===== src/rtl/mainfsm.sv =====
// Multicycle main control FSM: walks each instruction through fetch/decode/execute/memory/writeback,
// drives datapath selects and enables, handshakes with variable-latency memory, counts retirements.
module mainfsm #(
  parameter bit ENABLE_UTYPE = 1'b1,
  parameter int RETIRE_CNT_W = 32
) (
  input  logic                    CLK,
  input  logic                    RESET,
  input  logic [6:0]              OP,
  input  logic                    MEM_READY,
  output logic                    MEM_REQ,
  output logic                    ADR_SRC,
  output logic                    MEM_WRITE,
  output logic                    IR_WRITE,
  output logic                    PC_UPDATE,
  output logic                    BRANCH,
  output logic                    REG_WRITE,
  output logic [1:0]              ALU_SRC_A,
  output logic [1:0]              ALU_SRC_B,
  output logic [1:0]              ALU_OP,
  output logic [1:0]              RESULT_SRC,
  output logic [2:0]              IMM_SRC,
  output logic                    ILLEGAL,
  output logic                    RETIRE,
  output logic [RETIRE_CNT_W-1:0] RETIRE_CNT
);

  localparam logic [6:0] OP_LW    = 7'b0000011;
  localparam logic [6:0] OP_SW    = 7'b0100011;
  localparam logic [6:0] OP_R     = 7'b0110011;
  localparam logic [6:0] OP_I     = 7'b0010011;
  localparam logic [6:0] OP_BEQ   = 7'b1100011;
  localparam logic [6:0] OP_JAL   = 7'b1101111;
  localparam logic [6:0] OP_LUI   = 7'b0110111;
  localparam logic [6:0] OP_AUIPC = 7'b0010111;

  typedef enum logic [3:0] {
    S_FETCH    = 4'd0,
    S_DECODE   = 4'd1,
    S_MEMADR   = 4'd2,
    S_MEMREAD  = 4'd3,
    S_MEMWB    = 4'd4,
    S_MEMWRITE = 4'd5,
    S_EXECR    = 4'd6,
    S_EXECI    = 4'd7,
    S_ALUWB    = 4'd8,
    S_BEQ      = 4'd9,
    S_JAL      = 4'd10,
    S_UTYPE    = 4'd11,
    S_TRAP     = 4'd12
  } state_e;

  state_e                  state_q, state_d;
  logic [RETIRE_CNT_W-1:0] cnt_q, cnt_d;

  logic       mem_req_s, adr_src_s, mem_write_s, ir_write_s, pc_update_s;
  logic       branch_s, reg_write_s, illegal_s, retire_s;
  logic [1:0] alu_src_a_s, alu_src_b_s, alu_op_s, result_src_s;
  logic [2:0] imm_src_s;

  always_ff @(posedge CLK or posedge RESET) begin
    if (RESET) begin
      state_q <= S_FETCH;
      cnt_q   <= {RETIRE_CNT_W{1'b0}};
    end else begin
      state_q <= state_d;
      cnt_q   <= cnt_d;
    end
  end

  always_comb begin
    state_d = state_q;
    case (state_q)
      S_FETCH:    state_d = MEM_READY ? S_DECODE : S_FETCH;
      S_DECODE: begin
        case (OP)
          OP_LW, OP_SW:     state_d = S_MEMADR;
          OP_R:             state_d = S_EXECR;
          OP_I:             state_d = S_EXECI;
          OP_BEQ:           state_d = S_BEQ;
          OP_JAL:           state_d = S_JAL;
          OP_LUI, OP_AUIPC: state_d = ENABLE_UTYPE ? S_UTYPE : S_TRAP;
          default:          state_d = S_TRAP;
        endcase
      end
      S_MEMADR:   state_d = (OP == OP_LW) ? S_MEMREAD : S_MEMWRITE;
      S_MEMREAD:  state_d = MEM_READY ? S_MEMWB : S_MEMREAD;
      S_MEMWB:    state_d = S_FETCH;
      S_MEMWRITE: state_d = MEM_READY ? S_FETCH : S_MEMWRITE;
      S_EXECR:    state_d = S_ALUWB;
      S_EXECI:    state_d = S_ALUWB;
      S_ALUWB:    state_d = S_FETCH;
      S_BEQ:      state_d = S_FETCH;
      S_JAL:      state_d = S_ALUWB;
      S_UTYPE:    state_d = S_ALUWB;
      S_TRAP:     state_d = S_TRAP;
      default:    state_d = S_FETCH;
    endcase
    // counter wraps silently; TRAP never raises RETIRE so it stays frozen there
    cnt_d = retire_s ? (cnt_q + RETIRE_CNT_W'(1)) : cnt_q;
  end

  always_comb begin
    mem_req_s    = 1'b0;
    adr_src_s    = 1'b0;
    mem_write_s  = 1'b0;
    ir_write_s   = 1'b0;
    pc_update_s  = 1'b0;
    branch_s     = 1'b0;
    reg_write_s  = 1'b0;
    illegal_s    = 1'b0;
    retire_s     = 1'b0;
    alu_src_a_s  = 2'b00;
    alu_src_b_s  = 2'b00;
    alu_op_s     = 2'b00;
    result_src_s = 2'b00;
    case (state_q)
      S_FETCH: begin
        mem_req_s    = 1'b1;
        alu_src_b_s  = 2'b10;
        result_src_s = 2'b10;
        ir_write_s   = MEM_READY;
        pc_update_s  = MEM_READY;
      end
      S_DECODE: begin
        alu_src_a_s = 2'b01;
        alu_src_b_s = 2'b01;
      end
      S_MEMADR: begin
        alu_src_a_s = 2'b10;
        alu_src_b_s = 2'b01;
      end
      S_MEMREAD: begin
        mem_req_s = 1'b1;
        adr_src_s = 1'b1;
      end
      S_MEMWB: begin
        result_src_s = 2'b01;
        reg_write_s  = 1'b1;
        retire_s     = 1'b1;
      end
      S_MEMWRITE: begin
        mem_req_s   = 1'b1;
        adr_src_s   = 1'b1;
        mem_write_s = 1'b1;
        retire_s    = MEM_READY;
      end
      S_EXECR: begin
        alu_src_a_s = 2'b10;
        alu_op_s    = 2'b10;
      end
      S_EXECI: begin
        alu_src_a_s = 2'b10;
        alu_src_b_s = 2'b01;
        alu_op_s    = 2'b10;
      end
      S_ALUWB: begin
        reg_write_s = 1'b1;
        retire_s    = 1'b1;
      end
      S_BEQ: begin
        alu_src_a_s = 2'b10;
        alu_op_s    = 2'b01;
        branch_s    = 1'b1;
        retire_s    = 1'b1;
      end
      S_JAL: begin
        alu_src_a_s = 2'b01;
        alu_src_b_s = 2'b10;
        pc_update_s = 1'b1;
      end
      S_UTYPE: begin
        alu_src_a_s = (OP == OP_LUI) ? 2'b11 : 2'b01;
        alu_src_b_s = 2'b01;
      end
      S_TRAP:  illegal_s = 1'b1;
      default: illegal_s = 1'b0;
    endcase
    case (OP)
      OP_LW, OP_I:      imm_src_s = 3'b000;
      OP_SW:            imm_src_s = 3'b001;
      OP_BEQ:           imm_src_s = 3'b010;
      OP_JAL:           imm_src_s = 3'b011;
      OP_LUI, OP_AUIPC: imm_src_s = ENABLE_UTYPE ? 3'b100 : 3'b000;
      default:          imm_src_s = 3'b000;
    endcase
  end

  // enables are held off for the whole reset pulse, not just until the state flop clears
  assign MEM_REQ    = mem_req_s   & ~RESET;
  assign IR_WRITE   = ir_write_s  & ~RESET;
  assign PC_UPDATE  = pc_update_s & ~RESET;
  assign MEM_WRITE  = mem_write_s & ~RESET;
  assign REG_WRITE  = reg_write_s & ~RESET;
  assign BRANCH     = branch_s    & ~RESET;
  assign RETIRE     = retire_s    & ~RESET;
  assign ADR_SRC    = adr_src_s;
  assign ALU_SRC_A  = alu_src_a_s;
  assign ALU_SRC_B  = alu_src_b_s;
  assign ALU_OP     = alu_op_s;
  assign RESULT_SRC = result_src_s;
  assign IMM_SRC    = imm_src_s;
  assign ILLEGAL    = illegal_s;
  assign RETIRE_CNT = cnt_q;

endmodule


===== config.mk =====
export PLATFORM = sky130hd
export DESIGN_NAME = mainfsm
export DESIGN_NICKNAME = d
export VERILOG_FILES = /design/src/rtl/mainfsm.sv
export SDC_FILE = /design/constraint.sdc
export NUM_CORES = 1
export LEC_CHECK = 0
export CORE_ASPECT_RATIO = 0.7
export CORE_MARGIN = 1
export CORE_UTILIZATION = 30
export DETAILED_ROUTE_END_ITERATION = 8
export PLACE_DENSITY = 0.63
export RECOVER_POWER = 25
export SYNTH_ARGS = -nofsm -noshare
export SYNTH_HDL_FRONTEND = slang
export SYNTH_SLANG_ARGS = --single-unit

===== constraint.sdc =====
create_clock -name CLK -period 2.6 [get_ports CLK]
set_clock_uncertainty 0.1 [all_clocks]
set_input_delay 0.52 -clock CLK [delete_from_list [all_inputs] [get_ports CLK]]
set_output_delay 0.52 -clock CLK [all_outputs]
set_load 0.02 [all_outputs]

==> results.md, run 1 <==
- Tightest Pin Transition: 0.9383 ns
- CTS Hold Bufs: 0
- Worst skew pair latency: approximately 0.29 ns
- # Post-CTS Setup Buffers: 0
- Max VDD drop: 328.3 µV
- Share of the clock period used by the worst path: 0.9787
- Routed WL: 5.300 mm
- Ports: 62
- Synth Flop Type: dfrtp_1
- FF-to-FF Start: state_q[1]
- F_max: just under 400 MHz
- Die ar.: 7295 µm²
- ANT cells: 0
- Synth warn: 0
- Register area share after synthesis: 0.4319
- Clock buffer depth: 2
- Input/output buffers: a little over 60
- Gr usage total: 0.1553
- FF-to-FF setup slack: approximately 0.31 ns
- Vias in the first global route: 1812
- Overall die height: a little over 70 µm
- Syn_area_per_cell: 9.524 µm²
- Vias per cell: 4.910
- CTS root buffer: clkbuf_8
- Worst-path clk slew: about 0.080 ns
- Share of cells above drive strength 1: 0.1481
- Critical path type: in2out
- Starting Density: 0.3101
- EDFF count, synth: 0
- Chip width: just over 100 µm
- Antenna viol nets, final: 0
- Worst setup SP type: input port
- Status: completed
- Num rows: 25
- Period minus WS final: 2.544 ns
- Placed cell area: 2917 µm²
- First-pass iteration count of the detailed router: 4
- P per Cell Area: 727.3 nW/µm²
- Initial antenna violation count: 0
- Mapped cell area: around 2100 µm²
- Dominant cells by area after synthesis: dfrtp_1 43%, xnor2_1 10%, xor2_1 4.2%, nor2_1 3.6%, nand2_1 3.4%
- Number of distinct library cells after synthesis: 47
- Residual DRC: 0
- Most frequent cell after synthesis: dfrtp_1
- Area share of the largest cell type after synthesis: 0.4319
- Setup TNS: 0 ns
- Crit path DAT: roughly 1.9 ns
- Worst hold path type: reg2reg
- Critical path launch point: RESET
- Leakage: approximately 1.4 nW
- GR Overflow Total: 0
- CP Capture Type: primary output
- Nets@finish: a little over 300
- Hold Crit Depth: 1
- Seq cells post-synth: 36
- H-tree levels: 2
- Synth area leader: dfrtp_1
- Critical Path RT: 1.98 ns
- Final setup viols: 0
- Gate Count Post-Synth: 219
- Commonest cells in the netlist: 36 x dfrtp_1, 25 x xnor2_1, 20 x nor2_1, 19 x nand2_1, 12 x nand3_1
- Crit path max fanout: 6
- Total clock sinks: 36
- CTS tree: yes
- Worst r2r dst: RETIRE_CNT[25]
- Largest net degree at the start of global routing: 37
- Syn nets: 230
- Gpl congestion: 0.7932
- Asr flop ratio synth: 1.000
- TritonCTS Buffers: 5
- Unrepaired setup endpoints after global routing: yes
- Area growth from synthesis to layout: 46.37%
- Hold Vio Cnt, Final: 0
- Iteration-0 DRC Markers: 66
- Setup crit end: BRANCH
- Via count: 1920
- Post-Layout Inst Area: 3053 µm²
- Mean routed wirelength per cell: 13.55 µm
- Global-route wire length before repair: 8.735 mm
- Core Region: between 6000 and 7000 µm²
- R2R depth: 6
- Post-DP HPWL: 3.891 mm
- Count of final max-slew check failures: 0
- Max cap viols: 0
- Fin Hold WS: roughly 0.38 ns
- Relative slew slack: 0.3745
## worst max-delay path, cell delays in order
cell and delay [ns]:
clkdlybuf4s50_1 0.42, buf_4 0.17, nor3_1 0.19, clkdlybuf4s50_1 0.63
## stage by stage
| stage | power, mW | worst slack (ns) | util | cells |
|---|---|---|---|---|
| after detailed placement | 1.712 | -0.4521 | 0.4337 | 383 |
| after CTS | 2.242 | 0.003107 | 0.4517 | 391 |
| after global routing | 2.356 | 0.0003184 | 0.4540 | 391 |
| final | 2.220 | 0.05551 | 0.4540 | 391 |
| after floorplan | 1.303 | 0.06339 | - | 219 |
| after global placement | 1.691 | -0.4519 | 0.4337 | 383 |
## how the worst min path moves through the flow
| stage | startpoint | end | slack (ns) |
|---|---|---|---|
| after floorplan | RETIRE_CNT[31] | RETIRE_CNT[31] | 0.48 |
| after CTS | RETIRE_CNT[31] | RETIRE_CNT[31] | 0.38 |
| final | RETIRE_CNT[31] | RETIRE_CNT[31] | 0.38 |
| after global placement | RETIRE_CNT[31] | RETIRE_CNT[31] | 0.36 |
| after global routing | RETIRE_CNT[31] | RETIRE_CNT[31] | 0.39 |
| after detailed placement | RETIRE_CNT[31] | RETIRE_CNT[31] | 0.37 |
## sequential cells by signal, summed over array words and instances (netlist names)
register	flops
RETIRE_CNT	32
state_q	4
## power breakdown
part	internal, mW	switching (mW)	total, mW
Clock	0.339	0.206	0.544
Combinational	0.422	0.518	0.940
Sequential	0.635	0.101	0.736
## layout by cell type, fill, tap and decap left out, types with 5 or more instances in the layout
master	netlist	routed
nor2_1	20	19
clkbuf_8	0	7
xor2_1	10	10
nand3_1	12	12
nand2_1	19	19
nand4_1	11	11
dlygate4sd2_1	0	7
dfrtp_1	36	34
nand2b_1	5	5
nor3_1	9	9
buf_4	0	18
clkdlybuf4s50_1	0	47
xnor2_1	25	25
inv_1	5	5
and3_1	8	8
## logic make-up (layout without fill, tap and decap cells)
kind of cell | after synthesis | in the layout | share of synthesized area
AND/OR/NAND/NOR | 107 | 107 | 0.2952
flip-flops | 36 | 36 | 0.4319
XOR/XNOR | 35 | 35 | 0.1470
AO/OA/AOI/OAI | 22 | 22 | 0.07319
buffers and inverters | 15 | 93 | 0.03119
multiplexers | 3 | 3 | 0.01560
adder cells (fa/ha/maj) | 1 | 1 | 0.005998
## what timing repair did
| action | 4_1_cts | 5_1_grt |
|---|---|---|
| gates resized for setup | 17 | 11 |
| pin swaps | 0 | 2 |
| setup endpoints to repair | 12 | 7 |
## final cells by class
cell class	count	area (µm²)
Multi-Input combinational cell	168	1139
Sequential cell	36	903.4
Timing Repair Buffer	80	748.2
Tap cell	94	117.6
Fill cell	664	3672
Clock buffer	7	96.34
Inverter	5	18.77
Clock inverter	1	30.03
## routing by layer
layer  global-route usage  share of wire  up-vias
li1                     -              -      926
met1               0.2341           0.52      926
met2               0.2177           0.42       61
met3              0.03610          0.050        7
met4              0.04670          0.011        0
met5                    0              0        -
Note: power is estimated with default switching activity, not from simulation.
==> run 2, diff against run 1 <==
--- a/config.mk
+++ b/config.mk
@@ -5,7 +5,6 @@
 export SDC_FILE = /design/constraint.sdc
 export NUM_CORES = 1
 export LEC_CHECK = 0
-export CORE_ASPECT_RATIO = 0.7
 export CORE_MARGIN = 1
 export CORE_UTILIZATION = 30
 export DETAILED_ROUTE_END_ITERATION = 8
==> run 2 against run 1 <==
Against the previous run:
- highest routed layer unchanged
- routed wire length shrank 7.0%
- via count shrank 2.2%
- critical path depth grew 3
- critical endpoint is now ALU_SRC_A[1]
- sequential share of layout area grew 0.45 points
- core utilization shrank 0.95 points
- count of clock-buffer cells in the layout is the same
- clock power shrank 23%
- critical path type unchanged
- register-to-register slack gained 0.06 ns
- final cell count shrank 3.6%
- setup slack gained 0.0093 ns
- global-route usage shrank 1.9 points
- largest power group unchanged
==> results.md, run 2 (synthesized netlist as in run 1, its figures left out) <==
- Status: completed
- Fin Hold WS: between 0.3 and 0.4 ns
- ANT cells: 0
- Iteration-0 DRC Markers: 42
- Pre-CTS setup slack: -0.4265 ns
- Core Region: 6756 µm²
- Total clock sinks: 36
- Residual DRC: 0
- Placed cell area: 2907 µm²
- Overall die height: around 85 µm
- Setup TNS: 0 ns
- Gpl congestion: between 0.7 and 0.8
- Post-DP HPWL: 3.632 mm
- Critical path launch point: OP[0]
- Multi-input gate area: 1139 µm²
- Cells after DPL: between 300 and 400
- Commonest non-fill, non-tap cell in the layout: clkdlybuf4s50_1
- CP Capture Type: primary output
- Max VDD drop: 449.0 µV
- Commonest non-fill, non-tap cells in the layout: 44 x clkdlybuf4s50_1, 35 x dfrtp_1, 25 x xnor2_1
- Area growth from synthesis to layout: 43.97%
- Antenna viol nets, final: 0
- Share of the clock period used by the worst path: 0.9751
- Grt peak-use layer: met2
- Relative slew slack: 0.4032
- Tot Pwr: 2.067 mW
- Vias in the first global route: 1759
- Nets@finish: 308
- GR Overflow Total: 0
- FF-to-FF Start: state_q[1]
- Leakage: 1.318 nW
- Post-Layout Inst Area: 3003 µm²
- Global-route wire length before repair: between 8 and 9 mm
- Critical Path RT: 1.98 ns
- Chip width: 85.38 µm
- TritonCTS Buffers: 5
- F_max: 394.4 MHz
- Share of cells above drive strength 1: 0.1380
- Period minus WS final: around 2.5 ns
- Max reg flops: 32
- Worst setup SP type: input port
- Final setup viols: 0
- Filler cell count: 667
- Hold Vio Cnt, Final: 0
- H-tree levels: 2
- Finished Layout Cells: ~380
- Initial antenna violation count: 0
- Worst-path clk slew: approximately 0.060 ns
- Starting Density: 0.3087
- Final core occ: 0.4444
- FF-to-FF setup slack: around 0.37 ns
- Final worst slack: approximately 0.065 ns
- P per Cell Area: slightly below 700 nW/µm²
- Crit path max fanout: 2
- Mean routed wirelength per cell: between 10 and 15 µm
- Input/output buffers: 61
- Ports: slightly above 60
- CTS root buffer: clkbuf_8
- Vias per cell: 4.979
- Crit path DAT: roughly 1.9 ns
- Global routing usage on met1: 0.1814
- Worst skew pair latency: 0.28 ns
- Tightest Pin Transition: 0.8953 ns
- Gr usage total: 0.1364
- First-pass iteration count of the detailed router: 6
- Via count: 1877
- # Post-CTS Setup Buffers: 0
- Count of final max-slew check failures: 0
- Critical path type: in2out
- Hold Crit Start: RETIRE_CNT[31]
- Die ar.: 7290 µm²
- M2 GR Usage: 0.2265
- Routed WL: slightly below 5 mm
- Largest net degree at the start of global routing: 37
- CTS tree: yes
- Register Area: 902.1 µm²
- Clock buffer depth: 2
- Num rows: 30
- Worst hold path type: reg2reg
- Max cap viols: 0
- Met3 usage: 0.02821
run 2: timing repair:
action                                  CTS  global route
endpoints found under the setup margin   15             5
hold buffers                              0             0
cloned                                    0             0
gates resized for setup                  19             8
pin swaps                                 0             1
run 2: path summary, 6_finish.rpt:
kind | endpoint | depth (start not counted)
min in group asynchronous | RETIRE_CNT[6] | 4
worst max register to register | RETIRE_CNT[21] | 6
worst max-delay path | ALU_SRC_A[1] | 7
worst min-delay path | RETIRE_CNT[31] | 1
worst min register to register | RETIRE_CNT[31] | 1
max in group asynchronous | state_q[1] | 4
run 2: critical path, cell delays in order:
cell and delay [ns]:
clkdlybuf4s50_1 0.46, nand2_1 0.07, or3_4 0.34, nor2_2 0.12
a21boi_0 0.10, o22ai_2 0.16, buf_6 0.14
run 2: power by group:
| part | switching, mW | internal (mW) | leakage, nW |
|---|---|---|---|
| combinational | 0.499 | 0.409 | 0.804 |
| sequential | 0.107 | 0.634 | 0.464 |
| clock | 0.182 | 0.236 | 0.0503 |
| total | 0.789 | 1.28 | 1.32 |
run 2: final cells by class:
class	instances	share of cell area
timing repair buffer	81	0.2487
clock buffer	7	0.03208
sequential	36	0.3004
tap	80	0.03333
inverter	5	0.006250
multi-input combinational	168	0.3792
run 2: per-layer routing:
layer	wire length, µm	vias up
met5	0	-
met4	36	0
met3	238	4
met2	2331	58
met1	2320	889
li1	-	926
==> run 3, diff against run 2 <==
--- a/config.mk
+++ b/config.mk
@@ -10,6 +10,8 @@
 export DETAILED_ROUTE_END_ITERATION = 8
 export PLACE_DENSITY = 0.63
 export RECOVER_POWER = 25
+export SKIP_LAST_GASP = 1
+export SLEW_MARGIN = 20
 export SYNTH_ARGS = -nofsm -noshare
 export SYNTH_HDL_FRONTEND = slang
 export SYNTH_SLANG_ARGS = --single-unit
==> run 3 against run 2 <==
Against the previous run:
- register-to-register slack is essentially flat
- combinational power shrank 0.4%
- die area is the same
- routed wire length shrank 0.85%
- total power shrank 0.18%
- via count shrank 0.48%
- critical path depth is the same
- count of clock-buffer cells in the layout is the same
- largest cell class unchanged
- largest power group unchanged
==> results.md, run 3 (synthesized netlist as in run 1, its figures left out) <==
- Total clock sinks: 36
- Residual DRC: 0
- Relative slew slack: 0.4032
- Die ar.: around 7300 µm²
- Area growth from synthesis to layout: 43.55%
- M2 GR Usage: 0.2265
- Antenna viol nets, final: 0
- Slowest cell on crit path: clkdlybuf4s50_1
- Max cap viols: 0
- Iteration-0 DRC Markers: 44
- Top Family by Delay on Critical Path: buffers and inverters
- Input/output buffers: 61
- Crit path largest cell delay: 0.46 ns
- Chip width: 85.38 µm
- Global routing usage on met1: 0.1814
- Overall die height: 85.38 µm
- Leakage: about 1.3 nW
- Clock buffer depth: 2
- CP Capture Type: primary output
- H-tree levels: 2
- Commonest non-fill, non-tap cell in the layout: clkdlybuf4s50_1
- CP bufs+invs: 2
- Commonest non-fill, non-tap cells in the layout: 44 x clkdlybuf4s50_1, 35 x dfrtp_1, 25 x xnor2_1
- Critical Path RT: 1.98 ns
- Crit path DAT: 1.93 ns
- Post-DP HPWL: 3.632 mm
- Worst-path clk slew: 0.06 ns
- Vias per cell: 4.955
- Share of the clock period used by the worst path: 0.9822
- Via count: 1868
- CTS root buffer: clkbuf_8
- ANT cells: 0
- Initial antenna violation count: 0
- Unrepaired setup endpoints after global routing: yes
- Core Region: approximately 6800 µm²
- Max VDD drop: 449.0 µV
- Mean routed wirelength per cell: 12.96 µm
- Critical path type: in2out
- Share of cells above drive strength 1: 0.1347
- Worst skew pair latency: 0.28 ns
- Pre-CTS setup slack: -0.4265 ns
- F_max: 391.6 MHz
- First-pass iteration count of the detailed router: 6
- Worst hold path type: reg2reg
- Gpl congestion: just under 0.8
- Num rows: 30
- Hold Vio Cnt, Final: 0
- GR Overflow Total: 0
- Starting Density: 0.3087
- Tightest Pin Transition: around 0.90 ns
- Global-route wire length before repair: 8.066 mm
- Vias in the first global route: ~1800
- Worst setup SP type: input port
- Routed WL: just under 5 mm
- Largest net degree at the start of global routing: 37
- Max reg flops: 32
- Crit-path cells: clkdlybuf4s50_1, nand2_1, or3_1, nor2_2, a21boi_0, o22ai_2, buf_4
- Count of final max-slew check failures: 0
- Ports: 62
- Tot Pwr: 2.064 mW
- P per Cell Area: slightly below 700 nW/µm²
- Grt peak-use layer: met2
- CTS tree: yes
- Met3 usage: 0.02821
- TritonCTS Buffers: 5
- Crit path max fanout: 2
- Nets@finish: approximately 310
- Gr usage total: 0.1364
- Filler cell count: 666
- Final setup viols: 0
- Status: completed
- Final worst slack: roughly 0.046 ns
- Period minus WS final: 2.554 ns
[run 3: cell counts in the layout (fill, tap and decap cells not counted)]
No cell type changed its count.
[run 3: area by class of cell]
class	instances	area [µm²]	share of cell area
Inverter	5	18.77	0.006268
Multi-Input combinational cell	168	1134	0.3786
Sequential cell	36	902.1	0.3013
Timing Repair Buffer	81	743.2	0.2482
Tap cell	80	100.1	0.03343
Clock buffer	7	96.34	0.03218
[run 3: worst paths after layout]
kind,start,end,slack [ns],cells after the start
max in group asynchronous,RESET,state_q[1],0.64,4
max,OP[0],ALU_SRC_A[1],0.05,7
min in group asynchronous,RESET,RETIRE_CNT[6],1.15,4
min reg2reg,RETIRE_CNT[31],RETIRE_CNT[31],0.38,1
max reg2reg,state_q[1],RETIRE_CNT[21],0.37,6
min,RETIRE_CNT[31],RETIRE_CNT[31],0.38,1
[run 3: stage by stage]
step	setup TNS (ns)	utilization	hold WS, ns	std cells	instance area, µm²
floorplan	0	-	0.4817	219	2092
global route	-0.03265	0.4431	0.4061	377	2994
CTS	-0.1658	0.4428	0.3955	377	2992
global placement	-1.701	0.4302	0.3610	370	2907
detailed placement	-1.695	0.4302	0.3839	370	2907
finish	0	0.4431	0.3839	377	2994
[run 3: what timing repair did]
item	in CTS	in global routing
hold buffers	0	0
buffers inserted	0	0
endpoints found under the setup margin	15	5
gates cloned	0	0
resized for setup	16	9
[run 3: power breakdown]
| group | switching [mW] | internal [mW] | total, mW | leakage [nW] |
|---|---|---|---|---|
| clock | 0.182 | 0.236 | 0.418 | 0.0503 |
| combinational | 0.498 | 0.406 | 0.904 | 0.802 |
| sequential | 0.107 | 0.634 | 0.741 | 0.464 |
[run 3: routing by layer]
layer	part of all wire	vias to the layer above	wire [µm]
met4	0.0074	0	36
met1	0.47	880	2318
met3	0.049	4	237
met2	0.47	58	2292
li1	-	926	-
met5	0	-	0
